### src/rtl/cache_mem_arbiter.sv
// Two-client line arbiter: merges I-cache fills and D-cache fills/writebacks onto one memory port.
// One transaction in flight; memory-side outputs and client responses are all registered.
module cache_mem_arbiter #(
  parameter int unsigned ADDR_WIDTH  = 16,
  parameter int unsigned LINE_WIDTH  = 128,
  parameter int unsigned OFFSET_BITS = 4
) (
  input  logic                  clk,
  input  logic                  rst_n,
  input  logic                  i_read,
  input  logic [ADDR_WIDTH-1:0] i_address,
  output logic [LINE_WIDTH-1:0] i_rdata,
  output logic                  i_resp,
  input  logic                  d_read,
  input  logic                  d_write,
  input  logic [ADDR_WIDTH-1:0] d_address,
  input  logic [LINE_WIDTH-1:0] d_wdata,
  output logic [LINE_WIDTH-1:0] d_rdata,
  output logic                  d_resp,
  output logic                  pmem_read,
  output logic                  pmem_write,
  output logic [ADDR_WIDTH-1:0] pmem_address,
  output logic [LINE_WIDTH-1:0] pmem_wdata,
  input  logic [LINE_WIDTH-1:0] pmem_rdata,
  input  logic                  pmem_resp
);

  typedef enum logic [2:0] {StIdle, StIRd, StDRd, StDWr, StResp} state_e;

  state_e                  state_q;
  logic                    last_grant_d_q;  // 0: I-cache was granted last, 1: D-cache
  logic [ADDR_WIDTH-1:0]   addr_q;
  logic [LINE_WIDTH-1:0]   wdata_q;
  logic [LINE_WIDTH-1:0]   line_q;
  logic                    pmem_read_q;
  logic                    pmem_write_q;
  logic                    i_resp_q;
  logic                    d_resp_q;

  logic                    d_req;
  logic                    pick_d;
  logic [ADDR_WIDTH-1:0]   grant_addr;

  // On a conflict the side that did not win last time gets the port.
  always_comb begin
    d_req      = d_read | d_write;
    pick_d     = d_req & (~i_read | ~last_grant_d_q);
    grant_addr = pick_d ? d_address : i_address;
    grant_addr[OFFSET_BITS-1:0] = '0;
  end

  always_ff @(posedge clk or negedge rst_n) begin
    if (!rst_n) begin
      state_q        <= StIdle;
      last_grant_d_q <= 1'b0;
      addr_q         <= '0;
      wdata_q        <= '0;
      line_q         <= '0;
      pmem_read_q    <= 1'b0;
      pmem_write_q   <= 1'b0;
      i_resp_q       <= 1'b0;
      d_resp_q       <= 1'b0;
    end else begin
      i_resp_q <= 1'b0;
      d_resp_q <= 1'b0;
      unique case (state_q)
        StIdle: begin
          if (i_read | d_req) begin
            addr_q         <= grant_addr;
            last_grant_d_q <= pick_d;
            // A simultaneous d_read/d_write is treated as a writeback.
            if (pick_d && d_write) begin
              wdata_q      <= d_wdata;
              pmem_write_q <= 1'b1;
              state_q      <= StDWr;
            end else begin
              pmem_read_q  <= 1'b1;
              state_q      <= pick_d ? StDRd : StIRd;
            end
          end
        end
        StIRd, StDRd, StDWr: begin
          if (pmem_resp) begin
            pmem_read_q  <= 1'b0;
            pmem_write_q <= 1'b0;
            if (state_q != StDWr) begin
              line_q <= pmem_rdata;
            end
            i_resp_q <= (state_q == StIRd);
            d_resp_q <= (state_q != StIRd);
            state_q  <= StResp;
          end
        end
        StResp: begin
          // The following idle cycle lets the served client drop its request.
          state_q <= StIdle;
        end
        default: begin
          state_q <= StIdle;
        end
      endcase
    end
  end

  assign pmem_read    = pmem_read_q;
  assign pmem_write   = pmem_write_q;
  assign pmem_address = addr_q;
  assign pmem_wdata   = wdata_q;
  assign i_resp       = i_resp_q;
  assign d_resp       = d_resp_q;
  assign i_rdata      = line_q;
  assign d_rdata      = line_q;

endmodule

### config.mk
export PLATFORM = sky130hd
export DESIGN_NAME = cache_mem_arbiter
export DESIGN_NICKNAME = d
export VERILOG_FILES = /design/src/rtl/cache_mem_arbiter.sv
export SDC_FILE = /design/constraint.sdc
export NUM_CORES = 1
export LEC_CHECK = 0
export ABC_AREA = 1
export CORE_AREA = 2 2 269 271
export DETAILED_ROUTE_END_ITERATION = 16
export DIE_AREA = 0 0 271 273
export GPL_TIMING_DRIVEN = 0
export REMOVE_ABC_BUFFERS = 1
export SYNTH_ARGS = -nofsm -noshare
export SYNTH_HDL_FRONTEND = slang
export SYNTH_SLANG_ARGS = --single-unit
### constraint.sdc
create_clock -name clk -period 2.2 [get_ports clk]
set_clock_uncertainty 0.2 [all_clocks]
set_input_delay 0.55 -clock clk [delete_from_list [all_inputs] [get_ports clk]]
set_output_delay 0.55 -clock clk [all_outputs]
set_load 0.1 [all_outputs]
; ---- Word-level counts from Yosys, hierarchy flattened
; Index checks and enable logic that the tools add are counted.
; W data, S select, Z words.
[word_totals]
register_bits = 276
latch_bits = 0
ramBits = 0
mem_bits_ro = 0
input_bits = 294
output_inout_bits = 404
elab_cells = 51
n_memories = 0
[op_classes]
add_sub_neg = 0
mul = 0
n_div = 0
order_cmp = 0
n_eq_ne = 9
shift = 0
mux = 17
n_bitwise = 6
reduce_logical = 10
[ops]
columns = op, count
row1 = $mux W16, 1
row2 = $mux W1, 9
row3 = $ne A2 B2 Y1 const B, 4
row4 = $reduce_and A4 Y1, 2
row5 = $eq A3 B2 Y1 const B, 2
row6 = $mux W3, 2
row7 = $pmux W3 S2, 1
row8 = $reduce_and A3 Y1, 2
row9 = $mux W2, 2
row10 = $pmux W1 S2, 2
row11 = $reduce_and A2 Y1, 2
row12 = $eq A3 B1 Y1 const B, 1
row13 = $logic_not A3 Y1, 1
row14 = $ne A3 B1 Y1 const B, 1
row15 = $ne A3 B2 Y1 const B, 1
row16 = $or A1 B1 Y1, 3
row17 = $reduce_or A3 Y1, 1
row18 = $not A1 Y1, 2
row19 = $reduce_bool A2 Y1, 1
row20 = $and A1 B1 Y1, 1
row21 = $logic_and A1 B1 Y1, 1

; ---- Longest topological paths before layout
; Gate-level depths: netlist of the first run.
[depth]
depth_word = 7
depth_mapped = 9
depth_no_buf = 8

; ---- Worst setup path after synthesis of the first run
; OpenSTA, ideal clock, no wires.
[synth_path]
path_kind = register -> output
startpoint = reg line_q[0], in the netlist d_rdata[0]
endpoint = out i_rdata[0]
t_arrival_ns = 1.340
required_ns = 1.450
setup_slack_ns = 0.110
path_stages_with_launch = 2
cell_sequence = dfrtp_1 > buf_4
[synth_lines]
columns = element, line
row1 = start: declaration, 34  ; logic [LINE_WIDTH-1:0] line_q;
row2 = start signal: assignment, 87  ; line_q <= pmem_rdata;
row3 = end: declaration, 12  ; output logic [LINE_WIDTH-1:0] i_rdata,
; No word-level cell between the ends.

; ---- Final worst setup path of the first run
[layout_path]
startpoint = reg line_q[97], in the netlist d_rdata[97]
endpoint = out d_rdata[97]
[layout_lines]
columns = element, line
row1 = end: declaration, 18  ; output logic [LINE_WIDTH-1:0] d_rdata,
; No word-level cell between the ends.

==> flow_summary.yaml, run 1 <==
critical_path:
  cp_cell_sequence: "buf_4"
  timing.critical_path.fanout_max: 3
  cp_data_required_time_ns: 1.45
  path_buf_inv: 1
  cell_family_with_the_largest_share_of_critical_path_delay: "flip-flops"
  setup.worst_path.class: "reg -> out"
  worstSetupEndpointType: "output pin"
  cp_slowest_stage_delay_ns: 0.49
  startpoint_type: "flip-flop"
  critical_path_top_delay_cell: "sky130_fd_sc_hd__dfrtp_1"
  worst_setup_path_start: "d_rdata[97]$_DFFE_PN0P_"
  startpoint_of_the_worst_register_to_register_path: "state_q[2]$_DFFE_PN0P_"
  critical_path_arrival_ns: 1.41
cts:
  cts_root_buffer: "sky130_fd_sc_hd__clkbuf_16"
  cts_buffer_depth: 3
  clk-insertion-delay-late_ns: 0.52
  cts-buffers-inserted: 36
  clock_sinks: 276
  cts_tree: "done"
  cts.htree.levels: 2
  cts_clk_pin_slew_worst_paths_ns: 0.06
timing:
  setup_ws_ns: 0.04085
  worst_tran_pin_value_ns: 0.7505
  hold_ws_ns: 0.2710
  post_layout_min_period_ns: 2.159
  layout_worst_path_cycle_share: 0.9814
  report.final.hold_viol_count: 0
  timing.final.setup_violations: 0
  rsz_0062_raised_after_global_routing: "no"
  timing.final.max_slew_violations: 0
  fmax_mhz: 463.1
  max-slew-margin-rel: 0.4997
grt:
  antenna_violations_before_repair: 16
  globalRouteTotalUtil: 0.1295
  grt.overflow.total: 0
  grt_pass1_wl_um: 71080
  grt_start_max_net_pins: 105
  vias_in_the_first_global_route: 10650
detailed_routing:
  firstDrtPassIters: 4
  vias_per_cell: 3.654
  drt_first_iter_violations: 475
  dr_total_vias: 10520
  wl_per_cell_um: 17.26
  wirelength_um: 49690
  drc: 0
  ant_nets: 0
placed_design:
  dp_hpwl_um: 36100
  place_area_um2: 18760
  placement.io_buffers: 685
  place_worst_setup_slack_ns: -1.680
  place_congestion: 0.8173
floorplan:
  die-height_um: 273
  io_pins: 698
  start_util: 0.1650
  std_cell_rows: 98
  core_um2: 71000
  fp.dieArea_um2: 73980
  width_of_the_chip_um: 271
finish:
  fin_nets: 2193
  finish.utilization: 0.2607
  post_route_cells_drive_above_1_share: 0.2564
  final_design_area_no_fill_um2: 18510
  fill_cells: 7700
  synthToLayoutAreaGrowth_pct: 57.94
yosys:
  postSynthCellCount: 1347
  post-synth-top-area-fraction: 0.5895
  cell_variety_after_synth: 20
  mappedNetlistArea_um2: 11720
  synth_seq_area_share: 0.5895
  synth.top_cells.by_area: "sky130_fd_sc_hd__dfrtp_1, sky130_fd_sc_hd__nand2_1, sky130_fd_sc_hd__buf_4"
  synthesis.yosys.warnings: 0
  synth.avg_cell_area_um2: 8.698
  synth_top_flop_cell: "sky130_fd_sc_hd__dfrtp_1"
  synth-edff-count: 0
  commonest_cells_in_the_netlist: "sky130_fd_sc_hd__nand2_1, sky130_fd_sc_hd__dfrtp_1, sky130_fd_sc_hd__buf_4, sky130_fd_sc_hd__inv_1, sky130_fd_sc_hd__o21ai_0"
  synth_area_leader_cell: "sky130_fd_sc_hd__dfrtp_1"
  async_flop_share: 1.000
  yosysMostFrequentCell: "sky130_fd_sc_hd__nand2_1"
  ys_seq_elements: 276
worst_hold_path:
  worstHoldStart: "pmem_wdata[114]$_DFFE_PN0P_"
  hold_path_class: "reg -> reg"
flow_run:
  cap_viol_max_count: 0
run_status:
  status: "finished clean"
layer usage:
metal  part of all wire  global-route usage  vias up
met5             0.0015                   0        -
met4              0.023             0.03271       14
met3               0.10             0.05105       81
met2               0.48              0.2209      494
met1               0.40              0.1515     4904
li1                   -                   -     5026
cells by family (layout without fill, tap and decap cells):
| kind of cell | Yosys count | after routing | share of synthesized area |
|---|---|---|---|
| AND/OR/NAND/NOR | 584 | 585 | 0.1896 |
| other | 1 | 6 | 0.0003201 |
| flip-flops | 276 | 276 | 0.5895 |
| buffers and inverters | 342 | 918 | 0.1586 |
| AO/OA/AOI/OAI | 144 | 144 | 0.06205 |
sequential cells by signal, indices dropped and copies added, names as in the netlist:
register / flops
pmem_address: 12
state_q: 3
d_rdata: 128
pmem_wdata: 128
pmem_read: 1
pmem_write: 1
d_resp: 1
i_resp: 1
last_grant_d_q: 1
layout make-up:
type | instances | area, um^2 | area share
flip-flops and latches | 276 | 6909 | 0.3734
inverters | 149 | 571.8 | 0.03090
diodes | 2 | 5.005 | 0.0002705
multi-input cells | 733 | 3000 | 0.1621
clock inverters | 17 | 254.0 | 0.01373
repair buffers | 703 | 5525 | 0.2986
well taps | 950 | 1189 | 0.06423
clock buffers | 49 | 1051 | 0.05680
stage by stage:
step / cells / setup TNS [ns]
detailed placement: 2803 / -280.03
global route: 2878 / 0
finish: 2879 / 0
floorplan: 1157 / -689.96
CTS: 2878 / 0
global placement: 2792 / -4957.75
final timing paths:
path	to	slack, ns	cells after the start
min in group asynchronous	pmem_wdata[31]$_DFFE_PN0P_	0.40	2
hold reg to reg	pmem_wdata[114]$_DFFE_PN0P_	0.27	2
setup reg to reg	d_rdata[58]$_DFFE_PN0P_	0.14	9
setup / recovery	d_rdata[97]	0.04	1
max in group asynchronous	d_rdata[78]$_DFFE_PN0P_	0.37	3
hold / removal	pmem_wdata[114]$_DFFE_PN0P_	0.27	2
cell usage in the layout, fill, tap and decap left out, types with 2 or more instances in the layout:
cell type,n
sky130_fd_sc_hd__conb_1,4
sky130_fd_sc_hd__dfrtp_1,274
sky130_fd_sc_hd__nand2_1,569
sky130_fd_sc_hd__inv_6,2
sky130_fd_sc_hd__clkdlybuf4s50_1,283
sky130_fd_sc_hd__diode_2,2
sky130_fd_sc_hd__bufbuf_16,4
sky130_fd_sc_hd__clkinv_2,6
sky130_fd_sc_hd__buf_2,302
sky130_fd_sc_hd__clkbuf_1,4
sky130_fd_sc_hd__o21ai_0,134
sky130_fd_sc_hd__buf_16,7
sky130_fd_sc_hd__clkbuf_16,38
sky130_fd_sc_hd__clkbuf_4,8
sky130_fd_sc_hd__buf_6,3
sky130_fd_sc_hd__nor2_1,4
sky130_fd_sc_hd__buf_4,91
sky130_fd_sc_hd__o21ai_1,8
sky130_fd_sc_hd__dfrtp_2,2
sky130_fd_sc_hd__bufinv_16,6
sky130_fd_sc_hd__clkinvlp_4,2
sky130_fd_sc_hd__clkbuf_8,8
sky130_fd_sc_hd__inv_2,3
sky130_fd_sc_hd__nand3_1,3
sky130_fd_sc_hd__nor2_4,3
sky130_fd_sc_hd__inv_1,145
what timing repair did:
| action | CTS | global route |
|---|---|---|
| endpoints found under the setup margin | 609 | 83 |
| gates cloned | 6 | 1 |
| setup buffers | 4 | 0 |
| pin swaps | 3 | 0 |
| gates resized for setup | 2102 | 14 |
| hold buffers | 1 | 0 |
| endpoints found under the hold margin | 71 | 0 |
Power of run 1 is left out: the tool's default activity adds up to more than one toggle a clock period on the data nets, which glitch-free logic cannot reach.
==> run 2: changes to the inputs <==
Settings changed: SLEW_MARGIN set to 0, TNS_END_PERCENT set to 20.
==> flow_summary.yaml, run 2 (same netlist as run 1, synthesis figures left out) <==
critical_path:
  worst-path-stages: 1
  setup.worst_path.class: "reg -> out"
  reg2reg_setup_slack_ns: 0.20
  path_buf_inv: 1
  startpoint_of_the_worst_register_to_register_path: "state_q[1]$_DFFE_PN0P_"
  critical_path_top_delay_cell: "sky130_fd_sc_hd__buf_2"
  worstSetupEndpointType: "output pin"
  cp_cell_sequence: "buf_2"
  cell_family_with_the_largest_share_of_critical_path_delay: "buffers and inverters"
  worst_setup_path_start: "d_rdata[5]$_DFFE_PN0P_"
  terminus_of_the_critical_flop_to_flop_path: "pmem_wdata[3]$_DFFE_PN0P_"
  cp_slowest_stage_delay_ns: 0.48
  cell_depth_of_the_worst_flop_to_flop_path: 8
  timing.critical_path.fanout_max: 4
  critical_path_arrival_ns: 1.47
  cp_data_required_time_ns: 1.45
  timing.critical_path.to: "i_rdata[5]"
  startpoint_type: "flip-flop"
placed_design:
  place_area_um2: 18760
  place_congestion: 0.8173
  placement.io_buffers: 685
  dp_hpwl_um: 36100
detailed_routing:
  ant_nets: 0
  vias_per_cell: 3.682
  drc: 0
  firstDrtPassIters: 4
  drt_first_iter_violations: 427
  wl_per_cell_um: 17.51
  wirelength_um: 50450
  dr_total_vias: 10610
cts:
  cts_tree: "done"
  clock_sinks: 276
  cts-buffers-inserted: 36
  cts_root_buffer: "sky130_fd_sc_hd__clkbuf_16"
  cts_clk_pin_slew_worst_paths_ns: 0.06
  cts.htree.levels: 2
  cts_buffer_depth: 3
  clk-insertion-delay-late_ns: 0.52
timing:
  hold_ws_ns: 0.2698
  timing.final.max_slew_violations: 0
  layout_worst_path_cycle_share: 1.011
  post_layout_min_period_ns: 2.225
  setup_ws_ns: -0.02452
  max-slew-margin-rel: 0.5105
  timing.final.setup_violations: 3
  fmax_mhz: 449.5
  worst_tran_pin_value_ns: 0.7343
  report.final.hold_viol_count: 0
  rsz_0062_raised_after_global_routing: "yes"
finish:
  fill_cells: 7781
  synthToLayoutAreaGrowth_pct: 58.12
  final_design_area_no_fill_um2: 18530
  multiInputGateArea_um2: 3010
  post_route_cells_drive_above_1_share: 0.2583
  layout_common_cells: "sky130_fd_sc_hd__nand2_1, sky130_fd_sc_hd__buf_2, sky130_fd_sc_hd__clkdlybuf4s50_1"
  register_area_um2: 6909
  fin_nets: 2194
  layout.cells.most_common: "sky130_fd_sc_hd__nand2_1"
  finish.utilization: 0.2609
run_status:
  violations: "negative setup slack"
  status: "finished, violations left"
grt:
  grt_pass1_wl_um: 71330
  globalRouteTotalUtil: 0.1300
  grt_start_max_net_pins: 105
  antenna_violations_before_repair: 17
  grt.overflow.total: 0
  vias_in_the_first_global_route: 10730
floorplan:
  die-height_um: 273
  io_pins: 698
  core_um2: 71000
  start_util: 0.1650
  fp.dieArea_um2: 73980
  std_cell_rows: 98
  width_of_the_chip_um: 271
flow_run:
  cap_viol_max_count: 0
worst_hold_path:
  hold_path_class: "reg -> reg"
## run 2: worst min path at each step
| stage | startpoint | end | slack, ns | depth (start not counted) |
|---|---|---|---|---|
| global placement | pmem_wdata[121]$_DFFE_PN0P_ | pmem_wdata[121]$_DFFE_PN0P_ | 0.26 | 2 |
| CTS | pmem_wdata[40]$_DFFE_PN0P_ | pmem_wdata[40]$_DFFE_PN0P_ | 0.28 | 2 |
| floorplan | rst_n | d_rdata[0]$_DFFE_PN0P_ | 0.05 | 0 |
| global route | pmem_wdata[94]$_DFFE_PN0P_ | pmem_wdata[94]$_DFFE_PN0P_ | 0.28 | 2 |
| finish | pmem_wdata[66]$_DFFE_PN0P_ | pmem_wdata[66]$_DFFE_PN0P_ | 0.27 | 2 |
| detailed placement | pmem_wdata[66]$_DFFE_PN0P_ | pmem_wdata[66]$_DFFE_PN0P_ | 0.26 | 2 |
## run 2: area by class of cell
class                           count  area share
Sequential cell                   276      0.3730
Timing Repair Buffer              704      0.2987
Multi-Input combinational cell    733      0.1625
Tap cell                          950     0.06416
Clock buffer                       49     0.05673
Inverter                          149     0.03073
Clock inverter                     17     0.01371
Antenna cell                        4   0.0005403
## run 2: through the flow
stage          setup TNS, ns  worst slack, ns  instances
5_1_grt              -0.2324         -0.08099       2880
2_1_floorplan        -689.96           -3.014       1157
3_3_place_gp        -4957.75           -12.67       2792
3_5_place_dp         -280.03           -1.680       2803
6_report            -0.05940         -0.02452       2882
4_1_cts               -16.76          -0.1137       2876
## run 2: timing repair
action | CTS | global route
buffers inserted | 3 | 1
gates cloned | 5 | 2
setup endpoints to repair | 609 | 385
endpoints found under the hold margin | 71 | 0
hold buffers | 1 | 0
pin swaps | 3 | 1
gates resized for setup | 1549 | 562
## run 2: per-layer routing
| layer | wire length [um] | GRT usage | part of all wire |
|---|---|---|---|
| met1 | 20250 | 0.1521 | 0.40 |
| met2 | 24230 | 0.2233 | 0.48 |
| met3 | 4745 | 0.04833 | 0.094 |
| met4 | 1153 | 0.03417 | 0.023 |
| met5 | 71 | 0 | 0.0014 |
Power of run 2 is left out for the same reason.
